`src/rtl/multicycle_ctrl_fsm_if.sv`:
```
// Control bundle between the multi-cycle sequencer and the datapath it steers.
// The controller takes the master side: it reads decode/status inputs and drives every mux and strobe.
interface multicycle_ctrl_fsm_if #(
  parameter int CNT_W = 32
);
  logic [6:0]       op;
  logic             funct3_0;
  logic             zero;
  logic             mem_ready;
  logic             pc_write;
  logic             adr_src;
  logic             ir_write;
  logic             mem_write;
  logic             reg_write;
  logic [1:0]       result_src;
  logic [1:0]       alu_src_a;
  logic [1:0]       alu_src_b;
  logic [1:0]       alu_op;
  logic [1:0]       imm_src;
  logic             instr_done;
  logic [CNT_W-1:0] retired_cnt;
  logic             illegal_op;

  modport master (
    input  op, funct3_0, zero, mem_ready,
    output pc_write, adr_src, ir_write, mem_write, reg_write,
           result_src, alu_src_a, alu_src_b, alu_op, imm_src,
           instr_done, retired_cnt, illegal_op
  );

  modport slave (
    output op, funct3_0, zero, mem_ready,
    input  pc_write, adr_src, ir_write, mem_write, reg_write,
           result_src, alu_src_a, alu_src_b, alu_op, imm_src,
           instr_done, retired_cnt, illegal_op
  );
endinterface

```
`src/rtl/multicycle_ctrl_fsm.sv`:
```
// Multi-cycle RISC-V sequencer: steps FETCH/DECODE/EXECUTE/MEMORY/WRITEBACK over a shared memory
// and ALU, stalls on mem_ready, flags undefined opcodes and counts retired instructions.
module multicycle_ctrl_fsm #(
  parameter int CNT_W        = 32,
  parameter bit ILLEGAL_HALT = 1'b1
) (
  input  logic                 clk,
  input  logic                 rst_n,
  multicycle_ctrl_fsm_if.master bus
);

  localparam logic [6:0] OP_LOAD  = 7'b0000011;
  localparam logic [6:0] OP_STORE = 7'b0100011;
  localparam logic [6:0] OP_R     = 7'b0110011;
  localparam logic [6:0] OP_I     = 7'b0010011;
  localparam logic [6:0] OP_BR    = 7'b1100011;
  localparam logic [6:0] OP_JAL   = 7'b1101111;

  typedef enum logic [3:0] {
    S_RESET    = 4'd0,
    S_FETCH    = 4'd1,
    S_DECODE   = 4'd2,
    S_MEMADR   = 4'd3,
    S_MEMREAD  = 4'd4,
    S_MEMWB    = 4'd5,
    S_MEMWRITE = 4'd6,
    S_EXEC_R   = 4'd7,
    S_EXEC_I   = 4'd8,
    S_ALUWB    = 4'd9,
    S_BRANCH   = 4'd10,
    S_JAL      = 4'd11,
    S_HALT     = 4'd12
  } state_e;

  state_e           state_q, state_d;
  logic [CNT_W-1:0] retired_q;
  logic             illegal_q;

  logic       pc_write_s, adr_src_s, ir_write_s, mem_write_s, reg_write_s;
  logic [1:0] result_src_s, alu_src_a_s, alu_src_b_s, alu_op_s, imm_src_s;
  logic       instr_done_s, illegal_dec_s;

  // Immediate format follows the opcode directly, independent of sequencing state.
  always_comb begin
    case (bus.op)
      OP_LOAD, OP_I: imm_src_s = 2'b00;
      OP_STORE:      imm_src_s = 2'b01;
      OP_BR:         imm_src_s = 2'b10;
      OP_JAL:        imm_src_s = 2'b11;
      default:       imm_src_s = 2'b00;
    endcase
  end

  // Next-state and datapath controls, decoded from the current state and live status inputs.
  always_comb begin
    state_d       = state_q;
    pc_write_s    = 1'b0;
    adr_src_s     = 1'b0;
    ir_write_s    = 1'b0;
    mem_write_s   = 1'b0;
    reg_write_s   = 1'b0;
    result_src_s  = 2'b00;
    alu_src_a_s   = 2'b00;
    alu_src_b_s   = 2'b00;
    alu_op_s      = 2'b00;
    instr_done_s  = 1'b0;
    illegal_dec_s = 1'b0;
    case (state_q)
      S_RESET: state_d = S_FETCH;
      S_FETCH: begin
        alu_src_b_s  = 2'b10;
        result_src_s = 2'b10;
        if (bus.mem_ready) begin
          ir_write_s = 1'b1;
          pc_write_s = 1'b1;
          state_d    = S_DECODE;
        end else begin
          state_d = S_FETCH;
        end
      end
      S_DECODE: begin
        // ALUOut captures OldPC+imm so branch/jump targets are ready for the next state.
        alu_src_a_s = 2'b01;
        alu_src_b_s = 2'b01;
        case (bus.op)
          OP_LOAD, OP_STORE: state_d = S_MEMADR;
          OP_R:              state_d = S_EXEC_R;
          OP_I:              state_d = S_EXEC_I;
          OP_BR:             state_d = S_BRANCH;
          OP_JAL:            state_d = S_JAL;
          default: begin
            illegal_dec_s = 1'b1;
            if (ILLEGAL_HALT) begin
              state_d = S_HALT;
            end else begin
              instr_done_s = 1'b1;
              state_d      = S_FETCH;
            end
          end
        endcase
      end
      S_MEMADR: begin
        alu_src_a_s = 2'b10;
        alu_src_b_s = 2'b01;
        if (bus.op == OP_LOAD) begin
          state_d = S_MEMREAD;
        end else begin
          state_d = S_MEMWRITE;
        end
      end
      S_MEMREAD: begin
        adr_src_s = 1'b1;
        if (bus.mem_ready) begin
          state_d = S_MEMWB;
        end else begin
          state_d = S_MEMREAD;
        end
      end
      S_MEMWB: begin
        result_src_s = 2'b01;
        reg_write_s  = 1'b1;
        instr_done_s = 1'b1;
        state_d      = S_FETCH;
      end
      S_MEMWRITE: begin
        adr_src_s   = 1'b1;
        mem_write_s = 1'b1;
        if (bus.mem_ready) begin
          instr_done_s = 1'b1;
          state_d      = S_FETCH;
        end else begin
          state_d = S_MEMWRITE;
        end
      end
      S_EXEC_R: begin
        alu_src_a_s = 2'b10;
        alu_op_s    = 2'b10;
        state_d     = S_ALUWB;
      end
      S_EXEC_I: begin
        alu_src_a_s = 2'b10;
        alu_src_b_s = 2'b01;
        alu_op_s    = 2'b10;
        state_d     = S_ALUWB;
      end
      S_ALUWB: begin
        reg_write_s  = 1'b1;
        instr_done_s = 1'b1;
        state_d      = S_FETCH;
      end
      S_BRANCH: begin
        alu_src_a_s  = 2'b10;
        alu_op_s     = 2'b01;
        pc_write_s   = bus.zero ^ bus.funct3_0;
        instr_done_s = 1'b1;
        state_d      = S_FETCH;
      end
      S_JAL: begin
        alu_src_a_s = 2'b01;
        alu_src_b_s = 2'b10;
        pc_write_s  = 1'b1;
        state_d     = S_ALUWB;
      end
      S_HALT:  state_d = S_HALT;
      default: state_d = S_RESET;
    endcase
  end

  // Sequencer state, retired-instruction counter and sticky illegal-opcode flag.
  always_ff @(posedge clk or negedge rst_n) begin
    if (!rst_n) begin
      state_q   <= S_RESET;
      retired_q <= {CNT_W{1'b0}};
      illegal_q <= 1'b0;
    end else begin
      state_q <= state_d;
      if (instr_done_s) begin
        retired_q <= retired_q + {{(CNT_W-1){1'b0}}, 1'b1};
      end
      if (illegal_dec_s) begin
        illegal_q <= 1'b1;
      end
    end
  end

  assign bus.pc_write    = pc_write_s;
  assign bus.adr_src     = adr_src_s;
  assign bus.ir_write    = ir_write_s;
  assign bus.mem_write   = mem_write_s;
  assign bus.reg_write   = reg_write_s;
  assign bus.result_src  = result_src_s;
  assign bus.alu_src_a   = alu_src_a_s;
  assign bus.alu_src_b   = alu_src_b_s;
  assign bus.alu_op      = alu_op_s;
  assign bus.imm_src     = imm_src_s;
  assign bus.instr_done  = instr_done_s;
  assign bus.retired_cnt = retired_q;
  assign bus.illegal_op  = illegal_q;

endmodule

```
`src/flat_wrapper.sv`:
```
// flat-port wrapper written by rule: the top's interface ports become plain ports
module multicycle_ctrl_fsm_flat 
#(
  parameter int CNT_W        = 32,
  parameter bit ILLEGAL_HALT = 1'b1
)
  (clk, rst_n, bus_op, bus_funct3_0, bus_zero, bus_mem_ready, bus_pc_write, bus_adr_src, bus_ir_write, bus_mem_write, bus_reg_write, bus_result_src, bus_alu_src_a, bus_alu_src_b, bus_alu_op, bus_imm_src, bus_instr_done, bus_retired_cnt, bus_illegal_op);
  multicycle_ctrl_fsm_if #(.CNT_W(CNT_W)) bus_i ();
  input  logic clk;
  input  logic rst_n;
  input wire logic [$bits(bus_i.op)-1:0] bus_op;
  input wire logic [$bits(bus_i.funct3_0)-1:0] bus_funct3_0;
  input wire logic [$bits(bus_i.zero)-1:0] bus_zero;
  input wire logic [$bits(bus_i.mem_ready)-1:0] bus_mem_ready;
  output wire logic [$bits(bus_i.pc_write)-1:0] bus_pc_write;
  output wire logic [$bits(bus_i.adr_src)-1:0] bus_adr_src;
  output wire logic [$bits(bus_i.ir_write)-1:0] bus_ir_write;
  output wire logic [$bits(bus_i.mem_write)-1:0] bus_mem_write;
  output wire logic [$bits(bus_i.reg_write)-1:0] bus_reg_write;
  output wire logic [$bits(bus_i.result_src)-1:0] bus_result_src;
  output wire logic [$bits(bus_i.alu_src_a)-1:0] bus_alu_src_a;
  output wire logic [$bits(bus_i.alu_src_b)-1:0] bus_alu_src_b;
  output wire logic [$bits(bus_i.alu_op)-1:0] bus_alu_op;
  output wire logic [$bits(bus_i.imm_src)-1:0] bus_imm_src;
  output wire logic [$bits(bus_i.instr_done)-1:0] bus_instr_done;
  output wire logic [$bits(bus_i.retired_cnt)-1:0] bus_retired_cnt;
  output wire logic [$bits(bus_i.illegal_op)-1:0] bus_illegal_op;
  assign bus_i.op = bus_op;
  assign bus_i.funct3_0 = bus_funct3_0;
  assign bus_i.zero = bus_zero;
  assign bus_i.mem_ready = bus_mem_ready;
  assign bus_pc_write = bus_i.pc_write;
  assign bus_adr_src = bus_i.adr_src;
  assign bus_ir_write = bus_i.ir_write;
  assign bus_mem_write = bus_i.mem_write;
  assign bus_reg_write = bus_i.reg_write;
  assign bus_result_src = bus_i.result_src;
  assign bus_alu_src_a = bus_i.alu_src_a;
  assign bus_alu_src_b = bus_i.alu_src_b;
  assign bus_alu_op = bus_i.alu_op;
  assign bus_imm_src = bus_i.imm_src;
  assign bus_instr_done = bus_i.instr_done;
  assign bus_retired_cnt = bus_i.retired_cnt;
  assign bus_illegal_op = bus_i.illegal_op;
  multicycle_ctrl_fsm #(.CNT_W(CNT_W), .ILLEGAL_HALT(ILLEGAL_HALT)) u_core (.clk(clk), .rst_n(rst_n), .bus(bus_i));
endmodule
```
`config.mk`:
```
export PLATFORM = sky130hd
export DESIGN_NAME = multicycle_ctrl_fsm_flat
export DESIGN_NICKNAME = d
export VERILOG_FILES = /design/src/rtl/multicycle_ctrl_fsm_if.sv /design/src/rtl/multicycle_ctrl_fsm.sv /design/src/flat_wrapper.sv
export SDC_FILE = /design/constraint.sdc
export NUM_CORES = 1
export LEC_CHECK = 0
export CAP_MARGIN = 25
export CORE_UTILIZATION = 30
export DETAILED_ROUTE_END_ITERATION = 8
export PLACE_DENSITY_LB_ADDON = 0.08
export SKIP_LAST_GASP = 1
export SLEW_MARGIN = 20
export SYNTH_ARGS = -nofsm -noshare
export SYNTH_HDL_FRONTEND = slang
export SYNTH_SLANG_ARGS = --single-unit
```
`constraint.sdc`:
```
create_clock -name clk -period 2.15 [get_ports clk]
set_clock_uncertainty 0.05 [all_clocks]
set_input_delay 0.3225 -clock clk [delete_from_list [all_inputs] [get_ports clk]]
set_output_delay 0.3225 -clock clk [all_outputs]
set_load 0.005 [all_outputs]
```
* Word-level counts from Yosys, hierarchy flattened
Cells that the tools add are included.
** Word-level totals
- Input port bits :: 12
- Flip-flop bits (word level) :: 37
- Output and inout port bits :: 49
- Word-level logic and storage cells :: 56
** Operators by class
- Multiplexer cells :: 20
- Bitwise logic cells :: 1
- Reductions and logical operators :: 13
- Add/subtract/negate cells :: 1
- Eq/ne operators :: 18
** Operators by type and width (number)
- adder 32 x 1 -> 32 bit (second input constant) :: 1
- one-hot mux 4 bit (8 select lines) :: 1
- == test 4 bit (second input constant) :: 5
- one-hot mux 4 bit (5 select lines) :: 1
- == test 4 x 3 -> 1 bit (second input constant) :: 4
- one-hot mux 2 bit (2 select lines) :: 4
- == test 7 x 6 -> 1 bit (second input constant) :: 2
- == test 7 bit (second input constant) :: 2
- OR reduction 2 bit :: 6
- OR reduction 3 bit :: 3
- == test 4 x 2 -> 1 bit (second input constant) :: 2
- two-way mux 1 bit :: 8
- OR reduction 4 bit :: 2
- == test 7 x 2 -> 1 bit (second input constant) :: 1
- == test 7 x 5 -> 1 bit (second input constant) :: 1
- one-hot mux 2 bit (3 select lines) :: 1
- OR reduction 6 bit :: 1
- == test 4 x 1 -> 1 bit (second input constant) :: 1
- logical NOT 4 bit :: 1
- two-way mux 2 bit :: 2
- two-way mux 3 bit :: 1
- one-hot mux 1 bit (3 select lines) :: 1
- one-hot mux 1 bit (2 select lines) :: 1
- XOR 1 bit :: 1

* Logic depth before layout (Yosys ltp)
Gate-level depths: netlist (run 1).
- Depth after elaboration :: 4
- Depth in mapped cells :: 6
- Depth with buffers taken out :: 5

* Worst setup path after synthesis (run 1)
Ideal clock, no wire load.
- Path kind :: register to register
- From :: register u_core.retired_q[4], in the netlist u_core.bus.retired_cnt[4]
- To :: register u_core.retired_q[31], in the netlist u_core.bus.retired_cnt[31]
- Stages on the path, launching flop included :: 6
- Path slack :: 111 ps
- Path buffers :: 0
- Data required time :: 2021 ps
- Period minus slack after synthesis :: 2039 ps
- Arrival :: 1910 ps
- Setup time :: 79 ps
- Path through :: dfrtp_1 > nand4_1 > or2_2 > or4_4 > nor4_2 > xor2_1
** Between the ends
- Longest elaborated chain between the ends :: 1
** RTL lines
- start: declaration :: RTL line multicycle_ctrl_fsm.sv:36 : logic [CNT_W-1:0] retired_q;
- start signal: assignment :: RTL line multicycle_ctrl_fsm.sv:173 : retired_q <= {CNT_W{1'b0}};
- start signal: assignment :: RTL line multicycle_ctrl_fsm.sv:178 : retired_q <= retired_q + {{(CNT_W-1){1'b0}}, 1'b1};
- adder 32 x 1 -> 32 bit :: RTL line multicycle_ctrl_fsm.sv:178
Every way passes these cells.
A chain may end at the register's enable or synchronous reset.

* Worst setup path after layout (run 1)
- From :: register u_core.state_q[0]
- To :: output port bus_mem_write
** Between the ends
- Longest elaborated chain between the ends :: 2
** RTL lines
- start: declaration :: RTL line multicycle_ctrl_fsm.sv:35 : state_e state_q, state_d;
- start signal: assignment :: RTL line multicycle_ctrl_fsm.sv:176 : state_q <= state_d;
- == test 4 x 3 -> 1 bit :: RTL line multicycle_ctrl_fsm.sv:68 : case (state_q)
- two-way mux 1 bit :: RTL line multicycle_ctrl_fsm.sv:68
- end: declaration :: RTL line flat_wrapper.sv:18 : output wire logic [$bits(bus_i.mem_write)-1:0] bus_mem_write;
Every way passes these cells.

==> run metrics, run 1 <==
maximum vdd drop=0.522 mV; ranking of synthesized cells by area=dfrtp_1 (46%), xnor2_1 (10%), nand2_1 (4.8%); max-cap violation count=0; routed len/inst=12.6 um; Placed Area=0.00287 mm^2; number of global-route vias before repair=1844; layout cell share with drive strength beyond 1=18.7%; root buffer cell=clkbuf_8; commonest non-fill, non-tap cells in the layout=clkdlybuf4s50_1 (52), dfrtp_1 (36), buf_4 (27), nand2_1 (25), xnor2_1 (24); Final Critical Period=2.13 ns; Cell Pwr Density=878 mW/mm^2; nets@finish=322; syn nets=227; fin area=0.00311 mm^2; Slew @ Worst Pin=0.503 ns; Inserted Clock Buffers=5; GP Congestion=0.737; Routed WL=4880 um; CTS tree=done; number of synthesized flops with an enable pin=0; CORE AREA=0.00642 mm^2; Clock Path Buffers=2; Iteration-0 DRC Markers=67; vias per cell=4.85; Worst Path Arrival=1.75 ns; most common cell after layout, fill and taps aside=clkdlybuf4s50_1; Min Hold Slack=0.425 ns; Tot GR Track Use=14.8%; first-pass GRT wire length=8500 um; die area=0.00706 mm^2; area grow syn2layout=54.4%; remaining antenna violation count=0; post-layout util=48.5%; total gr overflow=0; fmax=470 MHz; Power Total=2.74 mW; Synth cell types=41; number of synthesized register bits=37; Seq/Total Area, Yosys=45.9%; Top FF cell, synth=dfrtp_1; average size of a mapped cell=9.42 um^2; failing checks=design-rule violations; Slew Limit Headroom=66.4%; initial antenna violation count=0; min-delay worst type=in -> async; Setup CP Type=reg -> out; clock sinks=37; warnings from Yosys=0; fillers=621; DRC viols=8; Cell Area, Synth=0.00202 mm^2; clock latency on the worst-skew pair=0.28 ns; CP Launch Type=register; Leakage=1.38 nW; register area=927 um^2; status=complete, but fails checks; slowest stage delay, CP=0.50 ns; Hold Vio Cnt, Final=0; via count=1878; post-synth top area share=45.9%; CP Max Fanout=17; Mapped Cells=214; # diodes=0; H-tree levels=2; Setup crit end kind=output port; num rows=29; RSZ-0062 raised after global routing=true; Ports=61; Finish-stage setup viols=0; Synth area leader=dfrtp_1; Pre-Repair DR Iteration Count=8; max-slew violation count=0; Tcrit/Tclk final=99.0%; Multi-input gate area=0.00107 mm^2; Critical Path, Cell by Cell=buf_6, nand2b_1, nor2_1, clkdlybuf4s50_1; largest net degree at the start of global routing=18; number of buffers inserted by port buffering=60; die height=84.0 um; Crit-path slowest cell=clkdlybuf4s50_1; ys async rst share=100%; post-DP HPWL=3540 um; initial core utilization=31.4%; die width=84.0 um; clock-pin slew of the registers on the worst-case setup and hold paths=0.07 ns; data required time at the worst endpoint=1.78 ns
-- routing by layer --
metal | vias up | GRT usage (%) | routed length, um
met4 | 0 | 4.23 | 36
met3 | 4 | 3.26 | 165
met1 | 902 | 20.2 | 2470
met5 | - | 0 | 0
li1 | 935 | - | -
met2 | 37 | 23.3 | 2210
-- path summary, 6_finish.rpt --
| path | startpoint | to | slack, ns | cells past startpoint |
|---|---|---|---|---|
| setup / recovery | u_core.state_q[0] | bus_mem_write | 0.02 | 4 |
| hold / removal | rst_n | u_core.bus.retired_cnt[20] | 0.42 | 2 |
| setup reg to reg | u_core.state_q[2] | u_core.bus.retired_cnt[31] | 0.07 | 6 |
| hold reg to reg | u_core.bus.illegal_op | u_core.bus.illegal_op | 0.43 | 1 |
| max in group asynchronous | rst_n | u_core.state_q[2] | 1.09 | 3 |
| min in group clk | u_core.bus.illegal_op | u_core.bus.illegal_op | 0.43 | 1 |
-- Yosys cell counts, types with 2 or more instances --
library cell  count
nor4_2            2
clkbuf_1          4
a31oi_1           2
a21oi_1           5
xnor2_1          24
xor2_1           11
or2_2             2
nand2b_1          7
nor2_1           19
and2_1            2
or3_1             2
and3_1            2
nand3_1          15
and4_1            2
dfrtp_1          37
nor4_1            2
inv_1             7
nand4_1           8
o21ai_0           9
nand2_1          26
nor3_1            6
-- state kept, by name (all words and copies together), names as in the netlist --
name	cells
u_core.bus.illegal_op	1
u_core.bus.retired_cnt	32
u_core.state_q	4
-- power breakdown --
group          internal (mW)  total, mW  switching, mW  leakage (nW)
logic                  0.725       1.33          0.610         0.826
registers              0.778      0.879          0.101         0.498
clock network          0.289      0.521          0.232        0.0542
total                   1.79       2.74          0.943          1.38
-- timing repair --
item | CTS | global route
setup endpoints to repair | 11 | 11
pin swaps | 3 | 0
gates resized for setup | 16 | 5
hold buffers | 1 | 0
cloned | 0 | 0
endpoints found under the hold margin | 14 | 0
setup buffers | 6 | 2
-- stage by stage --
stage	TNS (ns)	worst slack [ns]	instances
2_1_floorplan	0	0.111	214
3_3_place_gp	-0.123	-0.0495	370
3_5_place_dp	-0.282	-0.0914	370
4_1_cts	-0.00378	-0.00378	385
5_1_grt	-0.275	-0.0647	387
6_report	0	0.0226	387
-- final cells by class --
type,instances,share of cell area (%)
Clock inverter,1,0.161
Inverter,7,0.964
Clock buffer,7,3.09
Timing Repair Buffer,94,28.5
Tap cell,77,3.09
Sequential cell,37,29.8
Multi-Input combinational cell,164,34.4
-- critical path, delay by kind of cell, from the launching register on --
family / cells / cell delay, ns
buffers and inverters: 2 / 0.68
DFF: 1 / 0.42
and+or+nand+nor: 2 / 0.37
-- kinds of logic (layout without fill, tap and decap cells) --
kind of cell	after synthesis	count (layout)	synth area share (%)
buffers and inverters	13	109	2.48
AOI/OAI and AO/OA	26	26	9.00
adders and majority gates	1	1	0.620
xor gates and xnor gates	36	36	16.0
and+or+nand+nor	101	101	26.0
DFF	37	37	45.9
(Power assumes the default switching activity.)
==> inputs of run 2 (changes only) <==
CORE_UTILIZATION = 42   (was 30)
==> run metrics, run 2 (synthesis results as in run 1) <==
fillers=380 (was 621); Ports=61 (unchanged); Iteration-0 DRC Markers=69 (was 67); RR Startpoint=u_core.bus.retired_cnt[6] (was u_core.state_q[2]); internal power=1.65 mW (was 1.79 mW); initial antenna violation count=0 (unchanged); clock-pin slew of the registers on the worst-case setup and hold paths=0.06 ns (was 0.07 ns); data required time at the worst endpoint=1.78 ns (about the same); DR top layer=met4 (unchanged); Final Critical Period=2.08 ns (was 2.13 ns); Slew @ Worst Pin=0.796 ns (was 0.503 ns); WL met1=2040 um (was 2470 um); register area=928 um^2 (was 927 um^2); Hold-fix buffers, CTS=0 (was 1); min-delay worst type=in -> async (unchanged); status=complete, but fails checks (unchanged); Routed WL=4380 um (was 4880 um); number of buffers inserted by port buffering=60 (unchanged); Pre-Repair DR Iteration Count=6 (was 8); post-DP HPWL=3280 um (was 3540 um); Clock Path Buffers=2 (unchanged); clock sinks=37 (unchanged); first-pass GRT wire length=7660 um (was 8500 um); reg2reg path depth=5 (was 6); CP Launch Type=register (unchanged); DRC viols=4 (was 8); # diodes=0 (unchanged); routed len/inst=12.5 um (was 12.6 um); switching power=0.890 mW (was 0.943 mW); remaining antenna violation count=0 (unchanged); die area=0.00508 mm^2 (was 0.00706 mm^2); Sequential Power Share=34.6% (was 32.1%); CTS tree=done (unchanged); die height=71.3 um (was 84.0 um); most common cell after layout, fill and taps aside=clkdlybuf4s50_1 (unchanged); Net Sw Frac=35.1% (was 34.5%); Min Hold Slack=0.0776 ns (was 0.425 ns); R2R Setup Slk=0.14 ns (was 0.07 ns); Setup CP Type=reg -> out (unchanged); slowest stage delay, CP=0.53 ns (was 0.50 ns); Power Total=2.54 mW (was 2.74 mW); Crit-path slowest cell=clkdlybuf4s50_1 (unchanged); wire length on met2=2100 um (was 2210 um); initial core utilization=45.1% (was 31.4%); layout cell share with drive strength beyond 1=15.7% (was 18.7%); Critical Path, Cell by Cell=nand2b_1, buf_4, o22ai_1, clkdlybuf4s50_1 (was buf_6, nand2b_1, nor2_1, clkdlybuf4s50_1); Finish-stage setup viols=0 (unchanged); CP Max Fanout=4 (was 17); Tcrit/Tclk final=96.7% (was 99.0%); Comb power frac=47.6% (was 48.8%); Clk pwr share=17.7% (was 19.1%); Tot GR Track Use=18.8% (was 14.8%); Inserted Clock Buffers=5 (unchanged); number of global-route vias before repair=1720 (was 1844); CORE AREA=0.00447 mm^2 (was 0.00642 mm^2); fmax=481 MHz (was 470 MHz); Hold Vio Cnt, Final=0 (unchanged); clock latency on the worst-skew pair=0.28 ns (about the same); GP Congestion=0.790 (was 0.737); total gr overflow=0 (unchanged); Multi-input gate area=0.00107 mm^2 (about the same); Setup crit end kind=output port (unchanged); root buffer cell=clkbuf_8 (unchanged); r2r endpoint=u_core.bus.retired_cnt[31] (unchanged); maximum vdd drop=0.549 mV (was 0.522 mV); H-tree levels=2 (unchanged); met3 wire length=200 um (was 165 um); nets@finish=311 (was 322); vias per cell=5.22 (was 4.85); Largest register FFs=32 (unchanged); Cell Pwr Density=859 mW/mm^2 (was 878 mW/mm^2); Worst Path Arrival=1.71 ns (was 1.75 ns); largest net degree at the start of global routing=38 (was 18); area grow syn2layout=46.4% (was 54.4%); Slew Limit Headroom=46.9% (was 66.4%); CP top delay family=buffers and inverters (unchanged); commonest non-fill, non-tap cells in the layout=clkdlybuf4s50_1 (53), dfrtp_1 (35), nand2_1 (26), xnor2_1 (24), buf_4 (20) (was clkdlybuf4s50_1 (52), dfrtp_1 (36), buf_4 (27), nand2_1 (25), xnor2_1 (24)); via count=1833 (was 1878); Leakage=1.29 nW (was 1.38 nW); failing checks=design-rule violations (unchanged); die width=71.3 um (was 84.0 um); max-slew violation count=0 (unchanged); max-cap violation count=0 (unchanged); num rows=24 (was 29); Bufs and invs on worst path=2 (unchanged)
## run 2: changes by cell type in the layout (fill, tap and decap cells not counted), moves of 2 or more
cell	before	now
clkbuf_8	7	5
nor3_2	1	3
buf_4	27	20
clkbuf_1	0	3
buf_6	5	3
## run 2: final cells by class
| class | instances | area share [%] |
|---|---|---|
| tap | 52 | 2.20 |
| timing repair buffer | 83 | 26.4 |
| clock buffer | 8 | 2.71 |
| multi-input combinational | 164 | 36.4 |
| sequential | 37 | 31.4 |
| inverter | 7 | 0.890 |
## run 2: metrics by stage
stage	util, %	instances	worst slack, ns	area (um^2)	TNS, ns
floorplan	-	214	0.111	2020	0
global placement	62.5	339	-0.0617	2800	-0.162
detailed placement	62.5	339	-0.0806	2800	-0.195
CTS	64.9	348	-0.0577	2910	-0.0577
global route	66.0	351	-0.00137	2950	-0.00137
finish	66.0	351	0.0700	2950	0
## run 2: repair_timing
item                       4_1_cts  5_1_grt
setup endpoints to repair        6       11
pin swaps                        1        1
buffers inserted                 1        3
gates resized for setup          9       10
## run 2: power groups by stage
stage / combinational [mW] / clock [mW] / sequential [mW]
floorplan: 0.567 / 0 / 0.881
global placement: 1.11 / 0 / 0.883
detailed placement: 1.12 / 0 / 0.883
CTS: 1.16 / 0.464 / 0.882
global route: 1.32 / 0.490 / 0.893
finish: 1.21 / 0.449 / 0.878
## run 2: how the worst max path moves through the flow
stage                                   start                          to  cells after the start
floorplan           u_core.bus.retired_cnt[4]  u_core.bus.retired_cnt[31]                      5
global placement                bus_mem_ready  u_core.bus.retired_cnt[31]                      6
detailed placement              bus_mem_ready  u_core.bus.retired_cnt[31]                      6
CTS                         u_core.state_q[3]              bus_instr_done                      5
global route                u_core.state_q[1]           bus_result_src[1]                      5
finish                      u_core.state_q[2]            bus_alu_src_a[1]                      4
## run 2: layer usage
layer  up-vias  track usage, %
li1        909               -
met1       875            25.2
met2        43            30.7
met3         6            4.22
met4         0            5.33
met5         -               0
